### src/rtl/pipeline_hazard_ctrl.sv
// -----------------------------------------------------------------------------
// pipeline_hazard_ctrl
//
// Hazard and stall controller for a 5-stage in-order pipeline with branches
// resolved in ID. It detects load-use and branch-data hazards between the
// instruction in ID and the one in EX. It inserts bubbles (including a
// two-cycle stall for a branch that depends on a load) and flushes IF/ID on
// taken branches and jumps. It freezes the back end while data memory is busy.
//
// Optional feature: define HAZARD_PERF_CNT_EN to add the Stall_Cycles
// performance counter port.
//
// Ports
//   Clk              in   rising-edge clock
//   Rst_n            in   synchronous active-low reset
//   ID_Rs, ID_Rt     in   [4:0] source register fields of the ID instruction
//   ID_UsesRt        in   ID instruction reads Rt (R-type, store, branch)
//   ID_Beq, ID_Bne   in   ID conditional branch decode flags
//   ID_Jump          in   ID unconditional jump decode flag
//   ID_BranchTaken   in   ID branch compare result (meaningful with Beq/Bne)
//   EX_MemRead       in   EX instruction is a load
//   EX_RegWrite      in   EX instruction writes a register
//   EX_DestReg       in   [4:0] resolved EX destination register
//   Mem_Busy         in   data memory not ready; MEM must hold
//   PC_Write         out  PC update enable
//   IFID_Write       out  IF/ID register write enable
//   IFID_Flush       out  squash the instruction in IF/ID
//   IDEX_Bubble      out  inject a bubble into ID/EX
//   Pipe_Freeze      out  hold EX/MEM and MEM/WB
//   Stall_Cycles     out  [15:0] saturating count of cycles with PC_Write=0
//                         (only with HAZARD_PERF_CNT_EN)
// -----------------------------------------------------------------------------
module pipeline_hazard_ctrl (
  input  logic        Clk,
  input  logic        Rst_n,
  input  logic [4:0]  ID_Rs,
  input  logic [4:0]  ID_Rt,
  input  logic        ID_UsesRt,
  input  logic        ID_Beq,
  input  logic        ID_Bne,
  input  logic        ID_Jump,
  input  logic        ID_BranchTaken,
  input  logic        EX_MemRead,
  input  logic        EX_RegWrite,
  input  logic [4:0]  EX_DestReg,
  input  logic        Mem_Busy,
  output logic        PC_Write,
  output logic        IFID_Write,
  output logic        IFID_Flush,
  output logic        IDEX_Bubble,
  output logic        Pipe_Freeze
`ifdef HAZARD_PERF_CNT_EN
  ,
  output logic [15:0] Stall_Cycles
`endif
);

  typedef enum logic [1:0] {
    ST_RUN      = 2'd0,
    ST_STALL    = 2'd1,
    ST_MEM_WAIT = 2'd2
  } state_t;

  state_t     state_q, state_d;
  state_t     eff_state;
  logic [1:0] stall_cnt_q, stall_cnt_d;

  logic is_branch;
  logic match_rs;
  logic match_rt;
  logic reg_match;
  logic load_use;
  logic branch_data;
  logic hazard;
  logic need_two;
  logic flush_req;

  // ---------------------------------------------------------------------------
  // Hazard detection (purely combinational). Register 0 is hard-wired to zero,
  // so a match on it never creates a dependency.
  // ---------------------------------------------------------------------------
  always_comb begin
    is_branch   = ID_Beq | ID_Bne;
    match_rs    = (ID_Rs == EX_DestReg) && (ID_Rs != 5'd0);
    match_rt    = ID_UsesRt && (ID_Rt == EX_DestReg) && (ID_Rt != 5'd0);
    reg_match   = match_rs | match_rt;
    load_use    = EX_MemRead & reg_match;
    // A branch compares in ID, so even an ALU result in EX is too late.
    branch_data = EX_RegWrite & ~EX_MemRead & reg_match & is_branch;
    hazard      = load_use | branch_data;
    // A branch depending on a load must wait for the load to clear MEM too.
    need_two    = load_use & is_branch;
    flush_req   = ID_Jump | (is_branch & ID_BranchTaken);
  end

  // ---------------------------------------------------------------------------
  // Next-state and output logic.
  // ---------------------------------------------------------------------------
  always_comb begin
    state_d     = state_q;
    stall_cnt_d = stall_cnt_q;
    PC_Write    = 1'b1;
    IFID_Write  = 1'b1;
    IFID_Flush  = 1'b0;
    IDEX_Bubble = 1'b0;
    Pipe_Freeze = 1'b0;

    // The cycle that leaves MEM_WAIT behaves exactly like the state it is
    // returning to, so the wait adds no extra dead cycle.
    eff_state = state_q;
    if (state_q == ST_MEM_WAIT) begin
      eff_state = (stall_cnt_q != 2'd0) ? ST_STALL : ST_RUN;
    end

    if (!Rst_n) begin
      // Hold the front end and keep bubbles flowing while in reset.
      PC_Write    = 1'b0;
      IFID_Write  = 1'b0;
      IFID_Flush  = 1'b1;
      IDEX_Bubble = 1'b1;
      state_d     = ST_RUN;
      stall_cnt_d = 2'd0;
    end else if (Mem_Busy) begin
      // Whole pipe holds; any pending stall count survives the wait.
      Pipe_Freeze = 1'b1;
      PC_Write    = 1'b0;
      IFID_Write  = 1'b0;
      state_d     = ST_MEM_WAIT;
    end else begin
      state_d = eff_state;
      case (eff_state)
        ST_STALL: begin
          PC_Write    = 1'b0;
          IFID_Write  = 1'b0;
          IDEX_Bubble = 1'b1;
          if (stall_cnt_q <= 2'd1) begin
            stall_cnt_d = 2'd0;
            state_d     = ST_RUN;
          end else begin
            stall_cnt_d = stall_cnt_q - 2'd1;
          end
        end
        default: begin
          if (hazard) begin
            // Any flush from the stalled instruction is suppressed here and
            // re-evaluated once it advances out of ID.
            PC_Write    = 1'b0;
            IFID_Write  = 1'b0;
            IDEX_Bubble = 1'b1;
            if (need_two) begin
              stall_cnt_d = 2'd1;
              state_d     = ST_STALL;
            end
          end else if (flush_req) begin
            // Redirect the PC and squash the wrong-path fetch in IF/ID.
            IFID_Flush = 1'b1;
          end
        end
      endcase
    end
  end

  // ---------------------------------------------------------------------------
  // State registers.
  // ---------------------------------------------------------------------------
  always_ff @(posedge Clk) begin
    if (!Rst_n) begin
      state_q     <= ST_RUN;
      stall_cnt_q <= 2'd0;
    end else begin
      state_q     <= state_d;
      stall_cnt_q <= stall_cnt_d;
    end
  end

`ifdef HAZARD_PERF_CNT_EN
  // ---------------------------------------------------------------------------
  // Stall-cycle counter: counts every non-reset cycle the PC is held,
  // sticking at all-ones rather than wrapping.
  // ---------------------------------------------------------------------------
  logic [15:0] stall_cycles_q, stall_cycles_d;

  always_comb begin
    stall_cycles_d = stall_cycles_q;
    if (!PC_Write && (stall_cycles_q != 16'hFFFF)) begin
      stall_cycles_d = stall_cycles_q + 16'd1;
    end
  end

  always_ff @(posedge Clk) begin
    if (!Rst_n) begin
      stall_cycles_q <= 16'd0;
    end else begin
      stall_cycles_q <= stall_cycles_d;
    end
  end

  assign Stall_Cycles = stall_cycles_q;
`endif

endmodule

### config.mk
export PLATFORM = sky130hd
export DESIGN_NAME = pipeline_hazard_ctrl
export DESIGN_NICKNAME = d
export VERILOG_FILES = /design/src/rtl/pipeline_hazard_ctrl.sv
export SDC_FILE = /design/constraint.sdc
export NUM_CORES = 1
export LEC_CHECK = 0
export BUFFER_PORTS_ARGS = -buffer_cell sky130_fd_sc_hd__buf_2
export CORE_AREA = 5 5 42 44
export CTS_CLUSTER_SIZE = 8
export DETAILED_ROUTE_END_ITERATION = 7
export DIE_AREA = 0 0 47 49
export PLACE_DENSITY = 0.67
export SETUP_SLACK_MARGIN = 0.02
export SYNTH_ARGS = -nofsm -noshare
export SYNTH_HDL_FRONTEND = slang
export SYNTH_SLANG_ARGS = --single-unit
### constraint.sdc
create_clock -name Clk -period 1.4 [get_ports Clk]
set_input_delay 0.21 -clock Clk [delete_from_list [all_inputs] [get_ports Clk]]
set_output_delay 0.21 -clock Clk [all_outputs]
set_load 0.01 [all_outputs]
Word-level counts from Yosys, hierarchy flattened
Index checks and enable logic that the tools add are counted.
{"block": "classes", "n_addsub": 1, "multipliers": 0, "div": 0, "order_cmp": 1, "eq_ne": 4, "n_shift": 0, "muxes": 26, "bitwise": 13, "reduce_logical": 10}
{"cell": "2-to-1 mux 2 bit", "n": 10}
{"cell": "2-to-1 mux 1 bit", "n": 16}
{"cell": "== test 5 bit", "n": 2}
{"cell": "nonzero test 5 bit", "n": 2}
{"cell": "bitwise AND 1 bit", "n": 6}
{"cell": "nonzero test 2 bit", "n": 3}
{"cell": "OR 1 bit", "n": 4}
{"cell": "logical AND 1 bit", "n": 3}
{"cell": "NOT 1 bit", "n": 3}
{"cell": "AND reduction 3 bit", "n": 1}
{"cell": "== test 2 x 1 -> 1 bit, second input constant", "n": 1}
{"cell": "== test 2 bit, second input constant", "n": 1}
{"cell": "<= comparator 2 x 1 -> 1 bit, second input constant", "n": 1}
{"cell": "OR reduction 2 bit", "n": 1}
{"cell": "subtractor 2 x 1 -> 2 bit, second input constant", "n": 1}
{"block": "totals", "ff_bits": 4, "latchBits": 0, "mem_bits_rw": 0, "mem_bits_ro": 0, "inputBits": 25, "output_inout_bits": 5, "wordCells": 58, "mem_count": 0}

Logic depth before layout (Yosys ltp)
{"block": "depth", "word_depth": 11, "mapped_depth": 6, "ltp_nobuf": 5}

Worst setup path after synthesis
OpenSTA, ideal clock, no wires.
{"block": "synth_path", "path_kind": "input to output", "startpoint": "in EX_DestReg[0]", "endpoint": "out PC_Write", "arrival_time_ns": 1.484, "t_required_ns": 1.190, "setup_slack_ns": -0.294, "cell_stages": 6, "path_buffers": 1, "path_cell_list": "nor4_1 -> nor3_1 -> o2111ai_2 -> a21oi_1 -> nor3b_1 -> buf_4"}
{"block": "synth_via", "elab_chain_len": 11, "elab_cells_between_ends": 14, "cone_classes": "2 x eq/ne; 4 x mux; 5 x bitwise; 3 x reduce/logical"}
{"element": "start: declaration", "line": "45", "source": "input logic [4:0] EX_DestReg,"}
{"element": "== test 5 bit", "line": "85", "source": "match_rt = ID_UsesRt && (ID_Rt == EX_DestReg) && (ID_Rt != 5'd0);"}
{"element": "logical AND 1 bit (2 in series)", "line": "85"}
{"element": "OR 1 bit *", "line": "86", "source": "reg_match = match_rs | match_rt;"}
{"element": "bitwise AND 1 bit (2 in series)", "line": "89", "source": "branch_data = EX_RegWrite & ~EX_MemRead & reg_match & is_branch;"}
{"element": "OR 1 bit *", "line": "90", "source": "hazard = load_use | branch_data;"}
{"element": "2-to-1 mux 1 bit * (4 in series)"}
{"element": "end: declaration", "line": "47", "source": "output logic PC_Write,"}
Mark *: on every way between the ends. The rest lies on a longest branch, timed or not.

Worst setup path in the final report
{"block": "layout_path", "startpoint": "reg stall_cnt_q[1]", "endpoint": "out IDEX_Bubble"}
{"block": "layout_via", "elab_chain_len": 7}
{"element": "start: declaration", "line": "66", "source": "logic [1:0] stall_cnt_q, stall_cnt_d;"}
{"element": "start signal: assignment", "line": "172", "source": "stall_cnt_q <= stall_cnt_d;"}
{"element": "nonzero test 2 bit", "line": "112", "source": "eff_state = (stall_cnt_q != 2'd0) ? ST_STALL : ST_RUN;"}
{"element": "2-to-1 mux 1 bit", "line": "112"}
{"element": "2-to-1 mux 2 bit", "line": "111", "source": "if (state_q == ST_MEM_WAIT) begin"}
{"element": "== test 2 x 1 -> 1 bit", "line": "131", "source": "case (eff_state)"}
{"element": "2-to-1 mux 1 bit", "line": "131"}
{"element": "2-to-1 mux 1 bit", "line": "123", "source": "end else if (Mem_Busy) begin"}
{"element": "2-to-1 mux 1 bit", "line": "115", "source": "if (!Rst_n) begin"}
{"element": "end: declaration", "line": "50", "source": "output logic IDEX_Bubble,"}
No other way between the ends.

==> impl_metrics.py <==
metrics = {
    "logic_synthesis": {
        "ys_ff_latch": 4,
        "yosysSeqAreaShare_pct": 18.93,
        "synth_cells": 53,
        "synth_area_um2": 422.9,
        "yosys_warnings": 0,
        "synth_cell_types": 26,
        "syn_area_per_cell_um2": 7.979,
        "syn_nets": 78,
    },
    "sta": {
        "hold_ws_ns": 0.2880,
        "fin_ws_ns": -0.2517,
        "finalHoldViolCount": 0,
        "clock.fmax_ghz": 0.6054,
        "fin_crit_sh_pct": 118.0,
        "fin_skew_ns": 0.005514,
        "fin_crit_ns": 1.652,
        "maxSlewHeadroom_pct": 77.07,
        "maxSlewViolCount": 0,
        "setup_tns_ns": -1.232,
        "tightest_slew_ns": 0.3439,
        "rsz0062_at_grt": "yes",
        "setup_viol": 7,
    },
    "route": {
        "dr.pass1.iters": 4,
        "vias": 615,
        "avgViaCountPerCell": 5.442,
        "drt-initial-drc-count": 2,
        "wl_per_cell_um": 14.28,
        "drcViolationCount": 0,
        "ant_nets": 0,
        "wirelength_um": 1614,
    },
    "run_status": {
        "outcome": "finished with violations",
        "violations": "setup timing",
    },
    "die": {
        "dieHeight_um": 49,
        "core_mm2": 0.001401,
        "pin_count": 30,
        "num_rows": 14,
        "die-area_mm2": 0.002303,
        "fp.dieW_um": 47,
        "start_util_pct": 30.18,
    },
    "power": {
        "seq_power_share_pct": 26.8,
        "ir_drop_mv": 0.2754,
        "p_int_w": 0.0003069,
        "p_leak_nw": 0.3687,
        "combPwrFrac_pct": 40.1,
        "switching_share_pct": 30.81,
        "power.total_w": 0.0004436,
        "p_switching_w": 0.0001367,
        "p_clk_share_pct": 33.0,
        "p_per_area_mw_per_mm2": 519.1,
    },
    "global_route": {
        "grt_pass1_wl_um": 2428,
        "antenna_found_initial": 0,
        "grtUsageTotal_pct": 14.63,
        "grt_max_degree": 9,
        "grt_overflow": 0,
        "grt_pass1_vias": 604,
    },
    "critical_path": {
        "arrival_ns": 1.44,
        "crit_chain": "o21ai_2 > mux2i_2 > buf_4 > nand2_1 > o311ai_4 > buf_2",
        "start_kind": "flip-flop",
        "cp_max_fo": 5,
        "critPathMaxStageDelay_ns": 0.39,
        "cp.required_ns": 1.19,
        "cp_slowest_cell": "dfxtp_1",
        "critPathKind": "flip-flop to output port",
        "endpoint_kind": "output port",
    },
    "cts": {
        "cts_sinks": 4,
        "path_clk_slew_ns": 0.04,
        "cts_tree": "yes",
        "cts_root_buffer": "clkbuf_4",
        "insertion_delay_ns": 0.24,
        "cts_inserted_buffers": 3,
        "clockBufferDepth": 2,
        "h-tree-depth": 1,
    },
    "final_layout": {
        "design_area_um2": 854.6,
        "num_antenna_cells": 0,
        "area_growth_pct": 102.1,
        "final_common_cell": "buf_2",
        "nets": 124,
        "layout_common_cells": "buf_2 (22), buf_4 (12), xor2_1 (7), buf_6 (7), nand2_1 (5)",
        "drive_gt1_share_pct": 63.92,
    },
    "placed_design": {
        "dp_hpwl_um": 1067,
        "dpl_cell_area_um2": 661.9,
        "port_buffers": 29,
        "gp_congestion": 0.8747,
    },
    "worst_hold_path": {
        "hold_class": "input port to flip-flop",
    },
    "flow_run": {
        "cap_violations": 0,
    },
}
## logic make-up (layout without fill, tap and decap cells)
logic type,count (synthesis),count (layout),share of synthesized area (%)
simple gates,20,20,27.81
buf+inv,3,47,3.552
compound gates,17,17,30.77
flops,4,4,18.94
mux,1,1,2.367
xor+xnor,8,8,16.57
## flip-flops by register name, summed over array words and instances, names as in the netlist
register     count
stall_cnt_q      2
state_q          2
## layout make-up
type	count	area, µm²
clock buffers	3	22.52
flip-flops and latches	4	80.08
repair buffers	42	294.0
inverters	2	7.507
well taps	16	20.02
multi-input cells	46	430.4
fillers	130	546.8
## power by group through the flow
| stage | sequential [W] | combinational (W) | clock [W] |
|---|---|---|---|
| 6_report | 0.000119 | 0.000178 | 0.000146 |
| 5_1_grt | 0.000119 | 0.000193 | 0.000164 |
| 4_1_cts | 0.000118 | 0.000160 | 0.000152 |
| 3_5_place_dp | 0.000120 | 0.000135 | 0 |
| 3_3_place_gp | 0.000120 | 0.000133 | 0 |
| 2_1_floorplan | 0.000120 | 0.0000613 | 0 |
## routing by layer
layer | routed length [µm] | global-route usage, % | share of wire [%]
met5 | 0 | 0 | 0
met4 | 36 | 8.756 | 2.2
met3 | 176 | 6.273 | 11
met2 | 886 | 24.66 | 55
met1 | 515 | 13.79 | 32
## path summary, 6_finish.rpt
| check | endpoint | depth (start not counted) | start | slack [ns] |
|---|---|---|---|---|
| worst max-delay path | IDEX_Bubble | 6 | stall_cnt_q[1] | -0.25 |
| worst min-delay path | stall_cnt_q[1] | 3 | Rst_n | 0.29 |
| worst max register to register | stall_cnt_q[0] | 4 | stall_cnt_q[1] | 0.22 |
| worst min register to register | stall_cnt_q[1] | 2 | stall_cnt_q[1] | 0.50 |
## stage by stage
step	std cells	util (%)	setup slack, ns
3_5_place_dp	105	47.23	-0.3375
6_report	113	60.98	-0.2517
4_1_cts	112	56.88	-0.2362
3_3_place_gp	105	47.23	-0.3116
2_1_floorplan	53	-	-0.09181
5_1_grt	113	60.98	-0.3314
## critical path, delay by kind of cell (launching register included)
family / cells / cell delay, ns
AOI/OAI and AO/OA: 2 / 0.18
buffers and inverters: 2 / 0.35
and+or+nand+nor: 1 / 0.09
muxes: 1 / 0.19
DFF: 1 / 0.39
## cells in the mapped netlist, drive strengths merged
cell     instances  share of area, %
o311ai           1               3.8
dfxtp            4                19
o31ai            1               1.8
a311oi           1               2.1
inv              2               1.8
xor2             7                14
buf              1               1.8
nor3b            1               1.8
nand2b           3               4.4
nor4             3               4.4
o2111ai          1               3.5
o21ai            3               3.5
or2              1               1.5
a21oi            6               7.1
and2             4               6.5
nand2            5               4.4
o2111a           1               2.7
o31a             1               2.1
o311a            1               2.4
xnor2            1               2.1
a211oi           1               1.8
mux2i            1               2.4
nor3             3               4.7
## what timing repair did
item,4_1_cts,5_1_grt
hold buffers,0,0
buffers inserted,4,1
cloned,0,0
pin swaps,12,1
resized for setup,16,10
endpoints found under the setup margin,4,7
Power figures use the tool's default switching activity.
